## src/rtl/systolic_result_drain.sv

```systemverilog
// Result collector for the 3x3 systolic array: waits out the compute latency,
// snapshots the nine cell accumulators and streams them row-major over valid/ready.
//
// Ports:
//   clk, rst            clock, asynchronous active-low reset
//   start               one-cycle pulse on the first skewed operand beat
//   cell_1..cell_9      array results, row-major (cell_1 = C[0][0])
//   busy                high whenever the collector is not idle
//   acc_clr             one-cycle pulse asking the array to clear its accumulators
//   out_data/out_idx    current result word and its row*3+col index
//   out_valid/out_ready handshake; a word moves on an edge with both high
//   out_last            marks the word with index 8
//   done                one-cycle pulse after the last word is accepted
module systolic_result_drain #(
    parameter int data_width     = 8,
    parameter int COMPUTE_CYCLES = 7
) (
    input  logic                  clk,
    input  logic                  rst,
    input  logic                  start,
    input  logic [2*data_width:0] cell_1,
    input  logic [2*data_width:0] cell_2,
    input  logic [2*data_width:0] cell_3,
    input  logic [2*data_width:0] cell_4,
    input  logic [2*data_width:0] cell_5,
    input  logic [2*data_width:0] cell_6,
    input  logic [2*data_width:0] cell_7,
    input  logic [2*data_width:0] cell_8,
    input  logic [2*data_width:0] cell_9,
    output logic                  busy,
    output logic                  acc_clr,
    output logic [2*data_width:0] out_data,
    output logic [3:0]            out_idx,
    output logic                  out_valid,
    input  logic                  out_ready,
    output logic                  out_last,
    output logic                  done
);

    localparam int RW = 2*data_width+1;
    localparam logic [7:0] CNT_LOAD = 8'(COMPUTE_CYCLES-1);

    typedef enum logic [1:0] {
        S_IDLE,
        S_WAIT,
        S_DRAIN,
        S_DONE
    } state_t;

    state_t          state_q, state_d;
    logic [7:0]      cnt_q, cnt_d;
    logic [RW-1:0]   snap_q [9];
    logic [RW-1:0]   cell_w [9];
    logic            cap;
    logic [RW-1:0]   data_q, data_d;
    logic [3:0]      idx_q, idx_d;
    logic [3:0]      idx_nxt;
    logic            valid_q, valid_d;
    logic            last_q, last_d;
    logic            clr_q, clr_d;
    logic            done_q, done_d;
    logic            busy_q, busy_d;

    assign cell_w[0] = cell_1;
    assign cell_w[1] = cell_2;
    assign cell_w[2] = cell_3;
    assign cell_w[3] = cell_4;
    assign cell_w[4] = cell_5;
    assign cell_w[5] = cell_6;
    assign cell_w[6] = cell_7;
    assign cell_w[7] = cell_8;
    assign cell_w[8] = cell_9;

    assign idx_nxt = idx_q + 4'd1;

    always_comb begin
        state_d = state_q;
        cnt_d   = cnt_q;
        data_d  = data_q;
        idx_d   = idx_q;
        valid_d = valid_q;
        last_d  = last_q;
        clr_d   = 1'b0;
        done_d  = 1'b0;
        cap     = 1'b0;
        unique case (state_q)
            S_IDLE: begin
                if (start) begin
                    state_d = S_WAIT;
                    cnt_d   = CNT_LOAD;
                end
            end
            S_WAIT: begin
                if (cnt_q == 8'd0) begin
                    // Word 0 comes straight from the inputs because the
                    // snapshot is being written on this same edge.
                    cap     = 1'b1;
                    state_d = S_DRAIN;
                    idx_d   = 4'd0;
                    data_d  = cell_w[0];
                    valid_d = 1'b1;
                    last_d  = 1'b0;
                    clr_d   = 1'b1;
                end else begin
                    cnt_d = cnt_q - 8'd1;
                end
            end
            S_DRAIN: begin
                if (valid_q && out_ready) begin
                    if (idx_q == 4'd8) begin
                        valid_d = 1'b0;
                        last_d  = 1'b0;
                        done_d  = 1'b1;
                        state_d = S_DONE;
                    end else begin
                        idx_d  = idx_nxt;
                        data_d = snap_q[idx_nxt];
                        last_d = (idx_nxt == 4'd8);
                    end
                end
            end
            S_DONE: begin
                state_d = S_IDLE;
            end
            default: begin
                state_d = S_IDLE;
            end
        endcase
        busy_d = (state_d != S_IDLE);
    end

    always_ff @(posedge clk or negedge rst) begin
        if (!rst) begin
            state_q <= S_IDLE;
            cnt_q   <= 8'd0;
            data_q  <= '0;
            idx_q   <= 4'd0;
            valid_q <= 1'b0;
            last_q  <= 1'b0;
            clr_q   <= 1'b0;
            done_q  <= 1'b0;
            busy_q  <= 1'b0;
            for (int i = 0; i < 9; i++) begin
                snap_q[i] <= '0;
            end
        end else begin
            state_q <= state_d;
            cnt_q   <= cnt_d;
            data_q  <= data_d;
            idx_q   <= idx_d;
            valid_q <= valid_d;
            last_q  <= last_d;
            clr_q   <= clr_d;
            done_q  <= done_d;
            busy_q  <= busy_d;
            if (cap) begin
                for (int i = 0; i < 9; i++) begin
                    snap_q[i] <= cell_w[i];
                end
            end
        end
    end

    assign busy      = busy_q;
    assign acc_clr   = clr_q;
    assign out_data  = data_q;
    assign out_idx   = idx_q;
    assign out_valid = valid_q;
    assign out_last  = last_q;
    assign done      = done_q;

endmodule

```

## config.mk

```make
export PLATFORM = sky130hd
export DESIGN_NAME = systolic_result_drain
export DESIGN_NICKNAME = d
export VERILOG_FILES = /design/src/rtl/systolic_result_drain.sv
export SDC_FILE = /design/constraint.sdc
export NUM_CORES = 1
export LEC_CHECK = 0
export ABC_AREA = 1
export BUFFER_PORTS_ARGS = -buffer_cell sky130_fd_sc_hd__buf_2
export CELL_PAD_IN_SITES_DETAIL_PLACEMENT = 1
export CELL_PAD_IN_SITES_GLOBAL_PLACEMENT = 1
export CORE_MARGIN = 3
export CORE_UTILIZATION = 35
export DETAILED_ROUTE_END_ITERATION = 8
export PLACE_DENSITY = 0.8
export SLEW_MARGIN = 20
export SYNTH_ARGS = -nofsm -noshare
export SYNTH_HDL_FRONTEND = slang
export SYNTH_SLANG_ARGS = --single-unit
export TNS_END_PERCENT = 1
```

## constraint.sdc

```tcl
create_clock -name clk -period 2.6 [get_ports clk]
set_input_delay 0.52 -clock clk [delete_from_list [all_inputs] [get_ports clk]]
set_output_delay 0.52 -clock clk [all_outputs]
set_load 0.005 [all_outputs]
```

== Word-level counts from Yosys, hierarchy flattened ==
Index checks and enable logic that the tools add are counted.

* Memories: 0
* Input port bits: 157
* Bits in writable memories: 0
* Flip-flop bits (word level): 189
* Bits in latches: 0
* Output and inout bits: 26
* Memory bits (read-only): 0
* Word-level logic and storage cells: 75

* Divide/modulo/power cells: 0
* Add/sub/neg operators: 2
* Muxes and demuxes: 32
* $lt $le $gt $ge: 1
* Bitwise operators: 1
* Shift-type cells: 0
* $mul: 0
* Equal/unequal tests: 11
* Reductions and logical operators: 10

{| class="wikitable"
|+ Operators by type and width
! operator !! number
|-
| 2-to-1 mux 17 bit || 5
|-
| binary-select mux 17 bit (select 4 bit) || 1
|-
| one-hot mux 17 bit (2 select lines) || 1
|-
| 2-to-1 mux 8 bit || 2
|-
| one-hot mux 8 bit (2 select lines) || 1
|-
| 2-to-1 mux 4 bit || 3
|-
| != test 2 bit, second input constant || 6
|-
| 2-to-1 mux 1 bit || 11
|-
| equality test 4 bit, second input constant || 2
|-
| zero test 8 bit || 1
|-
| 2-to-1 mux 2 bit || 4
|-
| one-hot mux 2 bit (4 select lines) || 1
|-
| one-hot mux 4 bit (2 select lines) || 1
|-
| AND reduction 4 bit || 2
|-
| subtractor 8 x 1 -> 8 bit, second input constant || 1
|-
| AND reduction 3 bit || 2
|-
| nonzero test 2 bit || 3
|-
| >= comparator 5 bit, second input constant || 1
|-
| inverter 4 -> 5 bit || 1
|-
| adder 4 x 1 -> 4 bit, second input constant || 1
|-
| equality test 2 bit, second input constant || 2
|-
| one-hot mux 1 bit (2 select lines) || 2
|-
| equality test 2 x 1 -> 1 bit, second input constant || 1
|-
| zero test 2 bit || 1
|-
| logical AND 1 bit || 1
|}

== Longest topological paths before layout ==
Gate-level depths: netlist of the first run.

* Depth in word-level cells: 8
* Depth in mapped cells: 13
* Gate-level depth less buffers: 9

== Worst setup path before layout of the first run ==
OpenSTA, ideal clock, no wires.

* Path type: flip-flop to flip-flop
* From: reg idx_q[0], in the netlist out_idx[0]
* To: reg data_q[15], in the netlist out_data[15]
* Slack: 0.383 ns
* Data required time: 2.535 ns
* Arrival: 2.152 ns
* Library setup time: 0.065 ns
* Period minus slack after synthesis: 2.217 ns
* Stages on the path, launching flop included: 14
* Buffers on the path: 4
* Cells stage by stage: dfrtp_1 buf_2 inv_2 clkbuf_1 ha_1 buf_2 inv_1 buf_1 o211ai_1 nand3_1 nand3_1 nand2_1 nand2_1 nand2_1

* Cells in the longest elaborated chain, start to end: 8

{| class="wikitable"
|+ RTL lines
! item !! line !! RTL
|-
| start, declared || 56 || <nowiki>logic [3:0] idx_q, idx_d;</nowiki>
|-
| start signal, assigned || 150 || <nowiki>idx_q <= idx_d;</nowiki>
|-
| adder 4 x 1 -> 4 bit || 74 || <nowiki>assign idx_nxt = idx_q + 4'd1;</nowiki>
|-
| inverter 4 -> 5 bit (not written as such) || 117 || <nowiki>data_d = snap_q[idx_nxt];</nowiki>
|-
| binary-select mux 17 bit (select 4 bit) || 117 ||
|-
| 2-to-1 mux 17 bit (not written as such) (2 in a row) || 117 ||
|-
| 2-to-1 mux 17 bit || 110 || <nowiki>if (idx_q == 4'd8) begin</nowiki>
|-
| 2-to-1 mux 17 bit || 109 || <nowiki>if (valid_q && out_ready) begin</nowiki>
|-
| one-hot mux 17 bit (2 select lines) || 86 || <nowiki>unique case (state_q)</nowiki>
|-
| end signal, assigned || 149 || <nowiki>data_q <= data_d;</nowiki>
|-
| end, declared || 55 || <nowiki>logic [RW-1:0] data_q, data_d;</nowiki>
|}

Several ways; a longest one is shown, not always the timed one. The select of a mux whose other input is x is not followed.
A chain may end at the register's enable or synchronous reset.

== Final worst setup path of the first run ==
* From: reg cnt_q[0]
* To: reg snap_q[42] (netlist bit)

* Cells in the longest elaborated chain, start to end: 3

{| class="wikitable"
|+ RTL lines
! item !! line !! RTL
|-
| start, declared || 51 || <nowiki>logic [7:0] cnt_q, cnt_d;</nowiki>
|-
| start signal, assigned || 148 || <nowiki>cnt_q <= cnt_d;</nowiki>
|-
| zero test 8 bit || 94 || <nowiki>if (cnt_q == 8'd0) begin</nowiki>
|-
| 2-to-1 mux 1 bit || 94 ||
|-
| 2-to-1 mux 1 bit || 86 ||
|-
| end signal, assigned by index || 158 || <nowiki>snap_q[i] <= cell_w[i];</nowiki>
|-
| end, declared || 52 || <nowiki>logic [RW-1:0] snap_q [9];</nowiki>
|}

Every way passes these cells.

==> results.toml, run 1 <==
[drt]
ant_nets = 0
dr.pass1.iters = 5
wl_per_cell_um = 18.59
drc = 0
wl_um = 31660
vias_per_cell = 5.035
vias = 8574
drtIter0Drc = 645

[yosys]
yosysSeqAreaShare_pct = 51.26
syn-num-nets = 1374
yosysUniqueCellTypes = 26
syn_area_per_cell_um2 = 7.606
ys_seq_elements = 189
yosysTopAreaCellShare_pct = 51.26
synth_area_leaders = "dfrtp_1 (51%), nand2_1 (15%), o21ai_0 (8.6%)"
ys_warn_count = 0
synth_top_area_cell = "dfrtp_1"
syn-instance-count = 1213
synthesis.area_mm2 = 0.009226

[power_and_ir_drop]
pwr_density_cell_mw_per_mm2 = 1203
p_leak_nw = 5.591
ir_worst_vdd_mv = 0.4736

[finish]
nFillCells = 3174
final_cell_mix = "nand2_1 (372), dfrtp_1 (188), buf_2 (181)"
synthToLayoutAreaGrowth_pct = 21.22
final_common_cell = "nand2_1"
fin_util_pct = 43.78
final_net_count = 1522
antenna-diode-count = 0
drive_gt1_share_pct = 17.84

[floorplan]
placementRows = 58
core_mm2 = 0.02554
io_pins = 183
die_w_um = 168.4
dieHeight_um = 168.4
die_area_mm2 = 0.02835
initial_core_util_pct = 36.12

[global_route]
grt_pass1_wl_um = 50420
overflow = 0
grt_max_degree = 80
track_usage_pct = 22.67
antenna_found_initial = 6
grt_pass1_vias = 9290

[worst_setup_path]
regToRegSetupSlack_ns = 0.52
critPathCaptureType = "register"
cp_common_cell = "buf_12"
critical_path.max_fanout = 76
reg2reg_from = "cnt_q[0]$_DFFE_PN0P_"
slowest_delay_ns = 0.36
cp_data_required_time_ns = 2.96
cpMaxStageDelayCell = "dfrtp_1"
critPathArrivalTime_ns = 2.44
startpoint = "cnt_q[0]$_DFFE_PN0P_"
path_cells = "inv_1 > ha_1 > nand3_2 > nor3_4 > buf_12 > buf_12 > nand2_1 > o21ai_0"
r2r_cells = 8
crit_path_end = "snap_q[42]$_DFFE_PN0P_"
worstSetupPathType = "reg2reg"
timing.rr.end = "snap_q[42]$_DFFE_PN0P_"
start_kind = "register"

[clock_network]
path_clk_slew_ns = 0.08
htreeDepth = 4
cts_tree = "built"
numCtsBuffers = 17
root_buffer = "clkbuf_16"
worst_skew_pair.late_latency_ns = 0.44
cts_resized = 0
cts.path.max_buffers = 2
hold_buffers = 0
post_cts_buffers = 0
cts_sinks = 189

[sta]
worstMarginPinSlew_ns = 0.7431
rsz0062_at_grt = "no"
fin_crit_sh_pct = 79.85
fmax_mhz = 481.7
hold_viol = 0
finalSetupViolCount = 0
tns_ns = 0
period_needed_ns = 2.076
finClkSkew_ns = 0.01323
relSlewSlack_pct = 50.22
final_max_slew_viol_count = 0

[placement]
hpwl_um = 22690
gp_congestion = 0.8532
port_buffers = 182

[run]
maxCapViolations = 0

[worst_hold_path]
hp-class = "in2async"

[status]
outcome = "finished clean"
critical path, delay by kind of cell (launching register included):
family	cells	cell delay, ns
buffers and inverters	3	0.62
and+or+nand+nor	3	0.61
DFF	1	0.36
adders and majority gates	1	0.24
AOI/OAI and AO/OA	1	0.10
report_power, final:
part	leakage, nW	switching [W]	internal [W]	total (W)
Clock	0.330	0.00121	0.00193	0.00314
Combinational	3.00	0.00363	0.00176	0.00538
Sequential	2.26	0.000543	0.00439	0.00493
metal layers:
| metal | wire (um) | global-route usage [%] | part of all wire [%] | vias up |
|---|---|---|---|---|
| met5 | 73 | 0 | 0.23 | - |
| met4 | 1182 | 9.498 | 3.7 | 10 |
| met3 | 1649 | 4.391 | 5.2 | 70 |
| met2 | 15370 | 38.03 | 49 | 221 |
| met1 | 13390 | 28.72 | 42 | 4195 |
| li1 | - | - | - | 4078 |
sequential cells by signal, indices dropped and copies added (netlist names):
name / cells
snap_q: 153
out_data: 17
cnt_q: 8
out_idx: 4
state_q: 2
acc_clr: 1
busy: 1
done: 1
out_last: 1
out_valid: 1
worst min path at each step:
stage                                 start                 endpoint  slack [ns]  depth (start not counted)
floorplan                               rst        acc_clr$_DFF_PN0_        0.22                          0
global placement     snap_q[67]$_DFFE_PN0P_   snap_q[67]$_DFFE_PN0P_        0.46                          2
detailed placement  out_data[9]$_DFFE_PN0P_  out_data[9]$_DFFE_PN0P_        0.47                          2
CTS                                     rst   snap_q[26]$_DFFE_PN0P_        0.09                          1
global route                            rst   snap_q[26]$_DFFE_PN0P_        0.11                          1
finish                                  rst   snap_q[26]$_DFFE_PN0P_        0.08                          1
cells in the mapped netlist, drive strengths merged:
cell type,n
xnor2,2
a21oi,2
dfrtp,189
inv,168
nor2,48
o211ai,5
or2,1
clkinv,1
nand4,5
nor3,19
nand3,157
xor2,4
ha,4
o21ai,162
buf,51
clkbuf,23
nand2,372
area by class of cell:
type,instances,area [um^2],area share (%)
clock inverter,13,259.0,2.316
multi-input combinational,781,3506,31.35
sequential,189,4731,42.30
tap,330,412.9,3.692
clock buffer,18,439.2,3.927
inverter,169,634.4,5.672
timing repair buffer,203,1202,10.75
cell families after synthesis:
group | synth area share (%)
AOI/OAI and AO/OA | 9.344
xor gates and xnor gates | 0.8138
adders and majority gates | 0.5425
buffers and inverters | 10.77
DFF | 51.26
and+or+nand+nor | 27.27
per-stage QoR:
| stage | setup WS [ns] | hold WS [ns] | std cells | cell area [um^2] | power (W) |
|---|---|---|---|---|---|
| finish | 0.5239 | 0.07879 | 1703 | 11180 | 0.01346 |
| global route | 0.3759 | 0.1121 | 1703 | 11180 | 0.01456 |
| CTS | 0.5286 | 0.08913 | 1703 | 11180 | 0.01358 |
| detailed placement | 0.5653 | 0.4742 | 1672 | 10490 | 0.01032 |
| global placement | 0.6180 | 0.4560 | 1672 | 10490 | 0.01005 |
| floorplan | 0.3830 | 0.2244 | 1213 | 9226 | 0.008404 |
Note: power is estimated with default switching activity, not from simulation.
==> inputs of run 2 (changes only) <==
- ABC_AREA: 1 -> 0
- PLACE_DENSITY: 0.8 -> 0.79
- clock period: 2.6 -> 2.1 ns (I/O delays scaled with it)
==> results.toml, run 2 <==
[finish]
regMostFlops = "snap_q"
seq_area_mm2 = 0.004730
nFillCells = 2936
final_common_cell = "nand2_1"
drive_gt1_share_pct = 25.68
final_net_count = 1359
largest_reg_flops = 153
synthToLayoutAreaGrowth_pct = 29.00
fin_util_pct = 46.41
final_cell_mix = "nand2_1 (481), dfrtp_1 (189), buf_2 (181)"
multi_input_area_mm2 = 0.003816

[global_route]
grt_pass1_wl_um = 44930
antenna_found_initial = 2
overflow = 0
track_usage_pct = 21.72
grt_pass1_vias = 8209
grt_max_degree = 54

[yosys]
async_flop_share_pct = 100.0
synth_area_leaders = "dfrtp_1 (54%), nand2_1 (21%), mux2i_1 (9.6%)"
ys_seq_elements = 189
synthTopCellsByCount = "nand2_1 (483), dfrtp_1 (189), mux2i_1 (85), a21oi_1 (22)"
yosysUniqueCellTypes = 40
synthAdderAreaFrac_pct = 0.5670
syn_area_per_cell_um2 = 8.998
synthXorXnorAreaFrac_pct = 0.6945
syn-instance-count = 981
yosysTopAreaCellShare_pct = 53.58
synth_compound_area_share_pct = 6.875
synth_ff_type = "dfrtp_1"
yosysSeqAreaShare_pct = 53.58
syn-num-nets = 1142
synth_top_area_cell = "dfrtp_1"
synth_most_common_cell = "nand2_1"
synth_edf_count = 0
synthesis.area_mm2 = 0.008827
synthSimpleGateAreaFrac_pct = 24.37
synth.area.mux_share_pct = 9.639
ys_warn_count = 0
synth_top_family_by_area = "simple AND/OR/NAND/NOR gates"

[floorplan]
die_w_um = 164.8
placementRows = 57
io_pins = 183
core_mm2 = 0.02453
die_area_mm2 = 0.02716
initial_core_util_pct = 35.98
dieHeight_um = 164.8

[sta]
worstMarginPinSlew_ns = 0.5034
final_max_slew_viol_count = 0
finClkSkew_ns = 0.01760
fin_crit_sh_pct = 109.9
hold_viol = 0
relSlewSlack_pct = 66.44
fmax_mhz = 433.4
rsz0062_at_grt = "yes"
worst_slack_ns = -0.2074
worst_hold_slack_ns = 0.1493
period_needed_ns = 2.307
finalSetupViolCount = 168

[clock_network]
worst_skew_pair.late_latency_ns = 0.45
root_buffer = "clkbuf_16"
htreeDepth = 4
cts.path.max_buffers = 2
cts_tree = "built"
cts_sinks = 189
path_clk_slew_ns = 0.08
numCtsBuffers = 17

[worst_setup_path]
critPathArrivalTime_ns = 2.64
critPathCaptureType = "register"
worstSetupPathType = "reg2reg"
timing.rr.end = "out_data[0]$_DFFE_PN0P_"
r2r_cells = 9
startpoint = "cnt_q[0]$_DFFE_PN0P_"
regToRegSetupSlack_ns = -0.21
cp_data_required_time_ns = 2.43
crit_path_end = "out_data[0]$_DFFE_PN0P_"
reg2reg_from = "cnt_q[0]$_DFFE_PN0P_"
start_kind = "register"
critical_path.max_fanout = 8

[power_and_ir_drop]
p_seq_share_pct = 45.6
comb_power_share_pct = 31.6
ir_worst_vdd_mv = 0.5367
power_frac_clock_pct = 22.8
switching_share_pct = 36.85
p_int_w = 0.009058
pwr_density_cell_mw_per_mm2 = 1260
p_leak_nw = 5.755
switchingPower_w = 0.005285

[drt]
drc = 0
top_layer_used = "met5"
drtIter0Drc = 398
wl_met2_um = 14140
dr.pass1.iters = 4
wl_met3_um = 1304
drt-met1-wl_um = 12320
wl_um = 28410
vias = 7649
ant_nets = 0
vias_per_cell = 4.980
wl_per_cell_um = 18.50

[status]
outcome = "complete, but fails checks"
violations = "setup timing"

[worst_hold_path]
hp-class = "in2reg"

[run]
maxCapViolations = 0

[placement]
port_buffers = 182
post-place-ws_ns = -0.1447
hpwl_um = 20860
gp_congestion = 0.8357
## run 2: cell types whose count changed in the layout (fill, tap and decap cells not counted), moves of 33 or more
cell,before,now
buf_4,11,44
inv_1,167,2
mux2i_1,0,85
nand2_1,372,481
nand3_1,155,3
o21ai_0,159,7
## run 2: area by class of cell
class | count | area share (%)
diodes | 1 | 0.02198
clock buffers | 18 | 3.769
clock inverters | 14 | 1.516
inverters | 5 | 0.2088
multi-input cells | 729 | 33.51
flip-flops and latches | 189 | 41.53
well taps | 324 | 3.560
repair buffers | 256 | 15.88
## run 2: worst max-delay path, stage by stage, from the launching register on
cell and delay, ns:
dfrtp_1 0.40, inv_2 0.09, ha_4 0.14, or4b_4 0.46, or3_4 0.37, clkinv_4 0.07, o21ai_4 0.11, buf_12 0.17
mux2i_1 0.12, a31oi_1 0.26
## run 2: worst min path at each step
| stage | from | slack, ns | cells past startpoint | end |
|---|---|---|---|---|
| 6_report | cell_2[11] | 0.15 | 3 | snap_q[130]$_DFFE_PN0P_ |
| 5_1_grt | cell_4[7] | 0.15 | 3 | snap_q[92]$_DFFE_PN0P_ |
| 4_1_cts | cell_2[11] | 0.14 | 3 | snap_q[130]$_DFFE_PN0P_ |
| 3_5_place_dp | rst | 0.44 | 1 | snap_q[20]$_DFFE_PN0P_ |
| 3_3_place_gp | rst | 0.43 | 1 | snap_q[20]$_DFFE_PN0P_ |
| 2_1_floorplan | rst | 0.12 | 0 | acc_clr$_DFF_PN0_ |
## run 2: logic make-up (layout without fill, tap and decap cells)
kind of cell,after synthesis,in the layout
AO/OA/AOI/OAI,91,91
adder cells (fa/ha/maj),4,4
buffers and inverters,63,293
AND/OR/NAND/NOR,542,542
other,0,1
multiplexers,85,85
flip-flops,189,189
XOR/XNOR,7,7
## run 2: power by group through the flow
stage | Clock, W | Sequential, W | Combinational (W)
2_1_floorplan | 0 | 0.00620 | 0.00279
3_3_place_gp | 0 | 0.00646 | 0.00419
3_5_place_dp | 0 | 0.00657 | 0.00442
4_1_cts | 0.00335 | 0.00654 | 0.00457
5_1_grt | 0.00349 | 0.00674 | 0.00518
6_report | 0.00327 | 0.00654 | 0.00453
## run 2: metal layers
metal / vias up / track usage (%)
met5: - / 0
met4: 2 / 7.167
met3: 40 / 3.988
met2: 197 / 36.90
met1: 3765 / 28.00
li1: 3645 / -
## run 2: through the flow
stage | std cells | area (um^2) | setup TNS (ns) | total power (W)
2_1_floorplan | 981 | 8866 | -0.1794 | 0.008996
6_report | 1536 | 11390 | -14.69 | 0.01434
5_1_grt | 1536 | 11390 | -24.88 | 0.01542
4_1_cts | 1533 | 11340 | -13.70 | 0.01445
3_5_place_dp | 1493 | 10580 | -6.604 | 0.01099
3_3_place_gp | 1493 | 10580 | -0.3659 | 0.01065
## run 2: repair_timing
action | 4_1_cts | 5_1_grt
cloned | 1 | 0
gates resized for setup | 21 | 9
hold buffers | 1 | 0
setup buffers | 6 | 2
hold endpoints to repair | 47 | 0
pin swaps | 3 | 5
setup endpoints to repair | 175 | 177
==> inputs of run 3 (changes only) <==
- CORE_ASPECT_RATIO: unset -> 0.8
- SKIP_CTS_REPAIR_TIMING: unset -> 1
==> results.toml, run 3 (same netlist as run 2, synthesis figures left out) <==
[drt]
drc = 0
vias = 7635
dr.pass1.iters = 4
drtIter0Drc = 458
vias_per_cell = 5.043
ant_nets = 0
wl_um = 29690
wl_per_cell_um = 19.61

[worst_hold_path]
hold_depth = 3
hold_path_startpoint = "cell_8[15]"
whs_endpoint = "snap_q[32]$_DFFE_PN0P_"
hp-class = "in2reg"

[finish]
regMostFlops = "snap_q"
multi_input_area_mm2 = 0.003855
seq_area_mm2 = 0.004730
synthToLayoutAreaGrowth_pct = 27.41
antenna-diode-count = 0
final_common_cell = "nand2_1"
final_net_count = 1345
fin_util_pct = 45.78
drive_gt1_share_pct = 25.42
fin_cells = 1514
final_cell_mix = "nand2_1 (479), dfrtp_1 (189), buf_2 (181)"
nFillCells = 2868
stdcell_area_mm2 = 0.01125
largest_reg_flops = 153

[placement]
placed_area_mm2 = 0.01050
post-place-ws_ns = -0.1560
place_inst = 1479
gp_congestion = 0.8357
port_buffers = 182
hpwl_um = 21780

[floorplan]
placementRows = 51
initial_core_util_pct = 35.93
dieHeight_um = 148.0
io_pins = 183
core_mm2 = 0.02457
die_w_um = 183.6
die_area_mm2 = 0.02717

[clock_network]
root_buffer = "clkbuf_16"
numCtsBuffers = 17
cts.path.max_buffers = 2
htreeDepth = 4
worst_skew_pair.late_latency_ns = 0.44
cts_tree = "built"
cts_sinks = 189
path_clk_slew_ns = 0.08

[sta]
fin_crit_sh_pct = 108.9
hold_viol = 0
period_needed_ns = 2.286
fmax_mhz = 437.4
final_max_slew_viol_count = 0
relSlewSlack_pct = 50.66
worstMarginPinSlew_ns = 0.7393
finalSetupViolCount = 161
rsz0062_at_grt = "yes"
worst_slack_ns = -0.1861
finClkSkew_ns = 0.01353

[power_and_ir_drop]
pwr_density_cell_mw_per_mm2 = 1289
p_leak_nw = 5.663
p_total_w = 0.01450
ir_worst_vdd_mv = 0.6164

[worst_setup_path]
r2r_cells = 9
worstSetupPathType = "reg2reg"
critPathArrivalTime_ns = 2.65
reg2reg_from = "cnt_q[0]$_DFFE_PN0P_"
timing.rr.end = "out_idx[2]$_DFFE_PN0P_"
critical_path.max_fanout = 5
critPathCaptureType = "register"
regToRegSetupSlack_ns = -0.19
cp_data_required_time_ns = 2.46
start_kind = "register"

[global_route]
overflow = 0
track_usage_pct = 21.93
antenna_found_initial = 1
grt_pass1_wl_um = 45470
grt_pass1_vias = 7870
grt_max_degree = 60

[status]
outcome = "complete, but fails checks"
violations = "setup timing"

[run]
maxCapViolations = 0
-- run 3: layout make-up --
type | instances | area share (%)
clock inverters | 13 | 0.9678
well taps | 318 | 3.538
multi-input cells | 729 | 34.28
repair buffers | 242 | 15.05
clock buffers | 18 | 3.905
flip-flops and latches | 189 | 42.05
inverters | 5 | 0.2114
-- run 3: how the worst max path moves through the flow --
stage	from	to	slack (ns)	depth (start not counted)
3_5_place_dp	cnt_q[0]$_DFFE_PN0P_	out_idx[0]$_DFFE_PN0P_	-0.16	9
2_1_floorplan	out_idx[0]$_DFFE_PN0P_	out_data[14]$_DFFE_PN0P_	-0.02	8
5_1_grt	cnt_q[0]$_DFFE_PN0P_	out_data[0]$_DFFE_PN0P_	-0.25	9
6_report	cnt_q[0]$_DFFE_PN0P_	out_idx[2]$_DFFE_PN0P_	-0.19	9
4_1_cts	cnt_q[0]$_DFFE_PN0P_	out_idx[0]$_DFFE_PN0P_	-0.17	9
3_3_place_gp	out_idx[0]$_DFFE_PN0P_	out_data[5]$_DFFE_PN0P_	-0.10	6
-- run 3: stage by stage --
stage | hold WS, ns | TNS [ns]
after floorplan | 0.1244 | -0.1794
after global placement | 0.4512 | -1.933
after detailed placement | 0.4545 | -6.899
after CTS | -0.01377 | -8.480
after global routing | 0.1451 | -19.44
final | 0.1636 | -8.001
-- run 3: critical path, stage by stage, from the launching register on --
cell      delay, ns
dfrtp_1        0.40
inv_2          0.08
ha_4           0.12
or4b_4         0.47
or3_4          0.42
clkinv_4       0.08
o21ai_4        0.11
buf_12         0.17
or2_4          0.23
o21ai_2        0.12
-- run 3: routing by layer --
layer  routed length [um]  GRT usage (%)
met5                   20              0
met4                  423          5.405
met3                 1809          4.477
met2                12430          31.24
met1                15000          33.95
-- run 3: report_power, final --
group / switching, W / internal [W] / leakage, nW
Clock: 0.00156 / 0.00157 / 0.261
Sequential: 0.00114 / 0.00542 / 2.21
Combinational: 0.00278 / 0.00202 / 3.19
Total: 0.00548 / 0.00901 / 5.66
